File: src/rtl/emc_capture_target.sv
// EMC chip-select-0 responder: pixel FIFO read window, status, control and scratch registers.
// One pop or one register write per chip-select low period; read data is registered into EMC_DB_OUT.
module emc_capture_target #(
  parameter int ADDR_W          = 2,
  parameter int DATA_W          = 16,
  parameter int FIFO_DEPTH_LOG2 = 4
) (
  input  logic              SYSCLK,
  input  logic              RESET,
  input  logic              EMC_CS_N,
  input  logic              EMC_OEN_N,
  input  logic              EMC_RW_N,
  input  logic [ADDR_W-1:0] EMC_AB,
  input  logic [1:0]        EMC_BYTEN,
  input  logic [DATA_W-1:0] EMC_DB_IN,
  output logic [DATA_W-1:0] EMC_DB_OUT,
  output logic              EMC_DB_OE,
  input  logic [DATA_W-1:0] PIX_DATA,
  input  logic              PIX_VALID,
  output logic              PIX_READY,
  output logic              IRQ
);

  localparam int DEPTH = 1 << FIFO_DEPTH_LOG2;
  localparam int CW    = FIFO_DEPTH_LOG2 + 1;
  localparam int PW    = FIFO_DEPTH_LOG2;

  typedef enum logic [1:0] {IDLE, RD_DATA, HOLD} state_t;

  state_t            state, state_nx;
  logic              armed;
  logic              rd_start, wr_start;

  logic [DATA_W-1:0] mem [DEPTH];
  logic [PW-1:0]     wptr, rptr;
  logic [CW-1:0]     count;
  logic              empty, full;
  logic              enable, overflow;
  logic [DATA_W-1:0] scratch;

  logic              push, pop, flush, clr_ovf;
  logic [DATA_W-1:0] status, ctrl_rd, rd_val;

  always_ff @(posedge SYSCLK) begin
    if (RESET) state <= IDLE;
    else       state <= state_nx;
  end

  // armed holds off new accesses after reset until the bus has deselected once
  always_comb begin
    state_nx  = state;
    rd_start  = 1'b0;
    wr_start  = 1'b0;
    EMC_DB_OE = 1'b0;
    case (state)
      IDLE: begin
        if (!EMC_CS_N && armed) begin
          if (!EMC_RW_N) begin
            wr_start = 1'b1;
            state_nx = HOLD;
          end else if (!EMC_OEN_N) begin
            rd_start = 1'b1;
            state_nx = RD_DATA;
          end
        end
      end
      RD_DATA: begin
        EMC_DB_OE = 1'b1;
        if (EMC_CS_N) state_nx = IDLE;
      end
      HOLD: begin
        if (EMC_CS_N) state_nx = IDLE;
      end
      default: state_nx = IDLE;
    endcase
  end

  always_ff @(posedge SYSCLK) begin
    if (RESET)         armed <= 1'b0;
    else if (EMC_CS_N) armed <= 1'b1;
  end

  assign empty     = (count == '0);
  assign full      = (count == CW'(DEPTH));
  assign PIX_READY = enable && !full;
  assign IRQ       = enable && (count >= CW'(DEPTH / 2));

  assign pop     = rd_start && (EMC_AB == ADDR_W'(0)) && !empty;
  assign flush   = wr_start && (EMC_AB == ADDR_W'(2)) && !EMC_BYTEN[0] && EMC_DB_IN[2];
  assign clr_ovf = wr_start && (EMC_AB == ADDR_W'(2)) && !EMC_BYTEN[0] && EMC_DB_IN[1];
  assign push    = PIX_VALID && PIX_READY && !flush;

  always_comb begin
    status                = '0;
    status[CW-1:0]        = count;
    status[8]             = empty;
    status[9]             = full;
    status[10]            = overflow;
    ctrl_rd               = '0;
    ctrl_rd[0]            = enable;
    rd_val                = '0;
    case (EMC_AB)
      ADDR_W'(0): rd_val = empty ? '0 : mem[rptr];
      ADDR_W'(1): rd_val = status;
      ADDR_W'(2): rd_val = ctrl_rd;
      default:    rd_val = scratch;
    endcase
  end

  always_ff @(posedge SYSCLK) begin
    if (push) mem[wptr] <= PIX_DATA;
  end

  always_ff @(posedge SYSCLK) begin
    if (RESET) begin
      wptr  <= '0;
      rptr  <= '0;
      count <= '0;
    end else if (flush) begin
      wptr  <= '0;
      rptr  <= '0;
      count <= '0;
    end else begin
      if (push) wptr <= wptr + PW'(1);
      if (pop)  rptr <= rptr + PW'(1);
      case ({push, pop})
        2'b10:   count <= count + CW'(1);
        2'b01:   count <= count - CW'(1);
        default: count <= count;
      endcase
    end
  end

  // a new overflow outranks a same-cycle clear
  always_ff @(posedge SYSCLK) begin
    if (RESET) begin
      overflow <= 1'b0;
    end else if (PIX_VALID && enable && full) begin
      overflow <= 1'b1;
    end else if (clr_ovf) begin
      overflow <= 1'b0;
    end
  end

  always_ff @(posedge SYSCLK) begin
    if (RESET) begin
      enable  <= 1'b0;
      scratch <= '0;
    end else if (wr_start) begin
      if (EMC_AB == ADDR_W'(2) && !EMC_BYTEN[0]) enable <= EMC_DB_IN[0];
      if (EMC_AB == ADDR_W'(3)) begin
        if (!EMC_BYTEN[0]) scratch[7:0]        <= EMC_DB_IN[7:0];
        if (!EMC_BYTEN[1]) scratch[DATA_W-1:8] <= EMC_DB_IN[DATA_W-1:8];
      end
    end
  end

  always_ff @(posedge SYSCLK) begin
    if (RESET)         EMC_DB_OUT <= '0;
    else if (rd_start) EMC_DB_OUT <= rd_val;
  end

endmodule

File: config.mk
export PLATFORM = sky130hd
export DESIGN_NAME = emc_capture_target
export DESIGN_NICKNAME = d
export VERILOG_FILES = /design/src/rtl/emc_capture_target.sv
export SDC_FILE = /design/constraint.sdc
export NUM_CORES = 1
export LEC_CHECK = 0
export BUFFER_PORTS_ARGS = -buffer_cell sky130_fd_sc_hd__buf_2
export CAP_MARGIN = 20
export CORE_MARGIN = 1
export CORE_UTILIZATION = 55
export CTS_CLUSTER_DIAMETER = 120
export CTS_CLUSTER_SIZE = 25
export DETAILED_ROUTE_END_ITERATION = 6
export GPL_TIMING_DRIVEN = 0
export PLACE_DENSITY = 0.7
export SETUP_SLACK_MARGIN = 0.5
export SLEW_MARGIN = 10
export SYNTH_ARGS = -nofsm -noshare
export SYNTH_HDL_FRONTEND = slang
export SYNTH_SLANG_ARGS = --single-unit
File: constraint.sdc
create_clock -name SYSCLK -period 8.5 [get_ports SYSCLK]
set_input_delay 0 -clock SYSCLK [delete_from_list [all_inputs] [get_ports SYSCLK]]
set_output_delay 0 -clock SYSCLK [all_outputs]
set_load 0.005 [all_outputs]
# Word-level counts from Yosys, hierarchy flattened
# Memory sizes are Yosys's and may differ from the RTL's. A register that Yosys moved wholly into a read port is not among the register bits.
# Cells that the tools add are included.
[op_classes] n_addsub=4 order_cmp=1 eq_ne=11 muxes=22 bitwise_logic=2 n_reduce_logical=30
[op_table] cell="$pmux W16 S3" count=1
[op_table] cell="$mux W16" count=1
[op_table] cell="$logic_and A1 B1 Y1" count=14
[op_table] cell="$mux W1" count=12
[op_table] cell="$pmux W5 S2" count=1
[op_table] cell="$reduce_and A3 Y1" count=3
[op_table] cell="$add A4 B1 Y4 const B" count=2
[op_table] cell="$eq A2 B2 Y1 const B" count=4
[op_table] cell="$mux W2" count=4
[op_table] cell="$mux W4" count=2
[op_table] cell="$eq A2 B1 Y1 const B" count=3
[op_table] cell="$add A5 B1 Y5 const B" count=1
[op_table] cell="$eq A5 B5 Y1 const B" count=1
[op_table] cell="$ge A5 B4 Y1 const B" count=1
[op_table] cell="$logic_not A1 Y1" count=5
[op_table] cell="$logic_not A5 Y1" count=1
[op_table] cell="$sub A5 B1 Y5 const B" count=1
[op_table] cell="$logic_not A2 Y1" count=2
[op_table] cell="$pmux W2 S2" count=1
[op_table] cell="$reduce_bool A2 Y1" count=2
[op_table] cell="$reduce_or A2 Y1" count=2
[op_table] cell="$ne A3 B3 Y1 const B" count=1
[op_table] cell="$ne A2 B1 Y1 const B" count=1
[op_table] cell="$ne A2 B2 Y1 const B" count=1
[op_table] cell="2 further kinds" count=3
[word_totals] register_bits=50 ram_bits=256 out_inout_bits=19 mem_count=1
[memory_table] memory="mem" words=16 word_bits=16 read_ports=1 rd_ports_with_merged_regs=1 write_ports=1 line_no="34" rtl="logic [DATA_W-1:0] mem [DEPTH];"

# Longest topological paths before layout
[depth] word_depth=11 mapped_depth=15 depth_no_buf=14

# Least setup slack after synthesis
# OpenSTA, ideal clock, no wires.
[synth_timing] path_type="register -> register" startpoint="register state[0]" endpoint="register count[4]" setup_time_ps=72 arrival_ps=3216 path_slack_ps=5212 stages_incl_launch_ff=16 n_path_buf=1 synth_period_minus_slack_ps=3288 cell_sequence="dfxtp_1 inv_1 ha_1 nand4bb_1 or4b_2 and2_1 inv_1 ha_1 clkbuf_1 xor2_1 ha_1 o21a_1 o21ai_0 nand2b_1 a211oi_1 mux2i_1"
[synth_between] elab_chain_cells=9 elab_cells_between_ends=15 classes_between="eq/ne (2); mux (3); reduce/logical (10)"
[synth_lines] item="from (decl)" line_no="30" rtl="state_t state, state_nx;"
[synth_lines] item="from (signal assigned)" line_no="46" rtl="else state <= state_nx;"
[synth_lines] item="$logic_not A2 Y1 *" line_no="55" rtl="case (state)"
[synth_lines] item="$mux W1" line_no="55"
[synth_lines] item="$logic_and A1 B1 Y1 (3 in series)" line_no="89" rtl="assign flush = wr_start && (EMC_AB == ADDR_W'(2)) && !EMC_BYTEN[0] && EMC_DB_IN[2];"
[synth_lines] item="$logic_not A1 Y1" line_no="91" rtl="assign push = PIX_VALID && PIX_READY && !flush;"
[synth_lines] item="$logic_and A1 B1 Y1" line_no="91"
[synth_lines] item="$eq A2 B1 Y1 or $eq A2 B2 Y1 (tied branches)" line_no="126" rtl="case ({push, pop})"
[synth_lines] item="$pmux W5 S2 or $reduce_bool A2 Y1 (tied branches)"
[synth_lines] item="to (signal assigned)" line_no="127" rtl="2'b10: count <= count + CW'(1);"
[synth_lines] item="to (signal assigned)" line_no="128" rtl="2'b01: count <= count - CW'(1);"
[synth_lines] item="to (signal assigned)" line_no="129" rtl="default: count <= count;"
[synth_lines] item="to (decl)" line_no="36" rtl="logic [CW-1:0] count;"
# Every way passes the cells marked *; elsewhere a longest branch is shown, timed or not.
# A chain may end at the register's enable or synchronous reset.

# Worst setup path after layout
[layout_timing] startpoint="register count[1]" endpoint="register count[4]"
[layout_between] elab_chain_cells=7 elab_cells_between_ends=14 classes_between="add/sub (2); eq/ne (3); mux (1); reduce/logical (8)"
[layout_lines] item="$eq A5 B5 Y1" line_no="84" rtl="assign full = (count == CW'(DEPTH));"
[layout_lines] item="$logic_not A1 Y1" line_no="85" rtl="assign PIX_READY = enable && !full;"
[layout_lines] item="$logic_and A1 B1 Y1" line_no="85"
[layout_lines] item="$logic_and A1 B1 Y1 (2 in series)" line_no="91"
[layout_lines] item="$eq A2 B1 Y1 or $eq A2 B2 Y1 (tied branches)" line_no="126"
[layout_lines] item="$pmux W5 S2 or $reduce_bool A2 Y1 (tied branches)"
# Parallel ways exist; a longest one is shown, timed or not.

==> impl_metrics.yaml <==
outcome:
  status: "completed"
routing:
  detail_route.first_pass.iterations: 5
  wl_per_cell_um: 24.12
  drt-initial-drc-count: 462
  ant_nets: 0
  drc: 0
  wl_um: 26950
  vias: 6802
  vias_per_cell: 6.090
worst_setup_path:
  crit_fanout: 9
  path_cells: "clkbuf_1 > nor4_1 > a21oi_1 > and2_1 > inv_1 > ha_1 > clkbuf_1 > xor2_1 > ha_1 > o21a_1 > o21ai_0 > nand2b_1 > a211oi_1 > mux2i_1"
  r2r_start: "count[1]"
  r2r_slack_ps: 4610
  crit_cells: 14
  worstSetupPathType: "flip-flop to flip-flop"
  end_kind: "flip-flop"
  crit_slowest_cell: "nor4_1"
  worst_path_largest_cell_delay_ps: 840
  start_kind: "flip-flop"
  cp.arrival_ps: 4320
  r2r_end: "count[4]"
  cp_top_family: "simple AND/OR/NAND/NOR gates"
  crit_required_ps: 8930
  cp_num_buf_inv: 3
  reg2reg_depth: 14
logic_synthesis:
  yosys.area_share.xor_xnor_pct: 0.7879
  synth_compound_area_share_pct: 3.489
  synth_common_cells: "256 x edfxtp_1, 69 x mux4_2, 61 x nor2_1"
  yosys.area_share.adder_pct: 1.126
  synthMuxAreaShare_pct: 16.07
  async_reset_ff_share_pct: 0
  ys_warn_count: 0
  yosys.area.top_type: "edfxtp_1"
  ys_seq_elements: 310
  synth_edf_count: 256
  synthMostInstantiatedCell: "edfxtp_1"
  syn_inst: 687
  synth_flop_cell: "edfxtp_1"
  synth_top_area_share_pct: 62.87
  avgSynthCellArea_um2: 17.80
  yosysSeqAreaShare_pct: 71.71
  synth.area.top_cells: "edfxtp_1 63%, mux4_2 13%, dfxtp_1 8.8%, mux2i_1 2.5%, nor2_1 1.9%"
  synth_cell_types: 45
  synth_nets: 740
  syn-cell-area_um2: 12230
  synth_top_family_by_area: "multiplexers"
  yosys.area_share.simple_pct: 5.167
clock_tree:
  htreeDepth: 1
  cts_tree: "built"
  clk_pin_slew_ps: 100
  ctsLongestPathBuffers: 3
  cts_root_buffer: "clkbuf_16"
  insertion_delay_ps: 500
  clock-sinks: 310
  ctsResizeCount: 0
  numCtsBuffers: 16
layout:
  diodes: 0
  area_delta_synth_final_pct: 15.41
  n_fill_cell: 1473
  finish.utilization_pct: 64.67
  drive_gt1_share_pct: 24.73
  final_cells: 1117
  final_nets: 885
sta:
  setup_violations: 0
  fin_skew_ps: 15.50
  period_share_pct: 45.71
  finalWorstSetupSlack_ps: 4615
  maxSlewHeadroom_pct: 34.79
  tns_ps: 0
  min_period_ps: 3885
  fmax_ghz: 0.2574
  worst_pin_slew_ps: 970.6
  final_hold_viol_count: 0
  slew_violations: 0
  rsz0062_at_grt: "no"
placement:
  dp_slack_ps: 4744
  gp_congestion: 0.8542
  numPortBuffers: 59
  dp_hpwl_um: 18380
  dp.cells: 1046
power:
  cellLeakagePower_nw: 4.563
  ir_drop_v: 0.0001043
  p_per_area_nw_per_um2: 180.1
global_routing:
  grt.total_usage_pct: 24.16
  grt_pass1_wl_um: 39720
  grt-ovfl-total: 0
  antenna_found_initial: 0
  grt_pass1_vias: 6830
  grt_max_degree: 27
job:
  maxCapViolCount: 0
die:
  ios: 61
  die-width_um: 151.1
  die_h_um: 151.1
  placementRows: 54
  core-area_um2: 21820
  dieArea_um2: 22830
  start_util_pct: 56.03
min_path:
  min_path_cells: 5
  min_from: "EMC_AB[0]"
  whs_endpoint: "EMC_DB_OUT[8]"
  hp-class: "input pin to flip-flop"
-- sequential cells by signal (all words and copies together), names as in the netlist, 2 cells and up, named ones only --
name and flops:
mem 256, EMC_DB_OUT 16, scratch 16, count 5, rptr 4, wptr 4, state 2
-- power by group --
part / internal (mW) / switching, mW
Clock: 0.373 / 0.450
Combinational: 0.0305 / 0.0437
Sequential: 1.64 / 0.00228
-- layout by cell type (no fill, tap or decap), types with 4 or more instances in the layout --
master	synthesis	final
nor3_1	13	9
nor2_2	0	12
mux2_2	9	9
dlygate4sd3_1	0	48
edfxtp_1	256	256
o22ai_1	10	10
clkbuf_1	19	24
and2_1	4	4
buf_1	7	7
a21oi_1	27	27
ha_1	11	11
xor2_1	8	8
mux2i_1	31	31
a221oi_1	4	4
buf_2	8	67
clkbuf_16	0	17
buf_8	0	12
nand2_1	15	15
nor4_1	6	6
and3_1	8	8
o21ai_0	9	9
nand3_1	4	4
nor3_2	2	6
nand2b_1	7	7
dfxtp_1	54	54
buf_4	2	8
nor2_1	61	49
mux4_2	69	69
inv_1	10	10
-- routing by layer --
layer / vias up / global-route usage [%] / wire, µm
met5: - / 0 / 0
met2: 258 / 43.07 / 13850
met3: 27 / 3.133 / 1617
met1: 3516 / 32.17 / 11100
met4: 0 / 4.300 / 376
li1: 3001 / - / -
-- logic make-up (layout without fill, tap and decap cells) --
family / Yosys count / after routing
adder cells (fa/ha/maj): 11 / 11
buffers and inverters: 47 / 197
multiplexers: 109 / 109
flip-flops: 310 / 310
AND/OR/NAND/NOR: 132 / 132
AO/OA/AOI/OAI: 67 / 67
XOR/XNOR: 11 / 11
-- worst max path at each step --
stage / from / to / slack (ps)
floorplan: state[0] / count[4] / 5210
global placement: count[1] / mem[2][13] / 4030
detailed placement: state[0] / count[4] / 4740
CTS: state[0] / count[4] / 4730
global route: count[1] / count[4] / 4300
finish: count[1] / count[4] / 4610
-- layout make-up --
cell class                 instances  area (µm²)  share of cell area, %
buffer                            37       163.9                  1.161
clock buffer                      22       444.2                  3.147
inverter                          10       37.54                 0.2660
sequential                       310        8768                  62.13
timing repair buffer             127        1023                  7.252
tap                              280       350.3                  2.482
clock inverter                     1       16.27                 0.1153
multi-input combinational        330        3308                  23.44
-- worst reg2reg max path: stages, from the launching register on --
cell and delay [ps]:
dfxtp_1 310, clkbuf_1 210, nor4_1 840, a21oi_1 340, and2_1 270, inv_1 110
ha_1 180, clkbuf_1 300, xor2_1 120, ha_1 230, o21a_1 180, o21ai_0 140
nand2b_1 80, a211oi_1 320, mux2i_1 210
-- metrics by stage --
stage | hold WS (ps) | total power [mW] | cell area, µm²
floorplan | 98.87 | 1.703 | 12230
global placement | 236.5 | 1.733 | 12870
detailed placement | 242.0 | 1.739 | 13170
CTS | 64.72 | 2.556 | 14110
global route | 130.1 | 2.611 | 14110
finish | 74.38 | 2.541 | 14110
-- what timing repair did --
item / 4_1_cts / 5_1_grt
hold buffers: 48 / 0
setup buffers: 0 / 0
endpoints found under the hold margin: 281 / 0
Note: power is estimated with default switching activity, not from simulation.
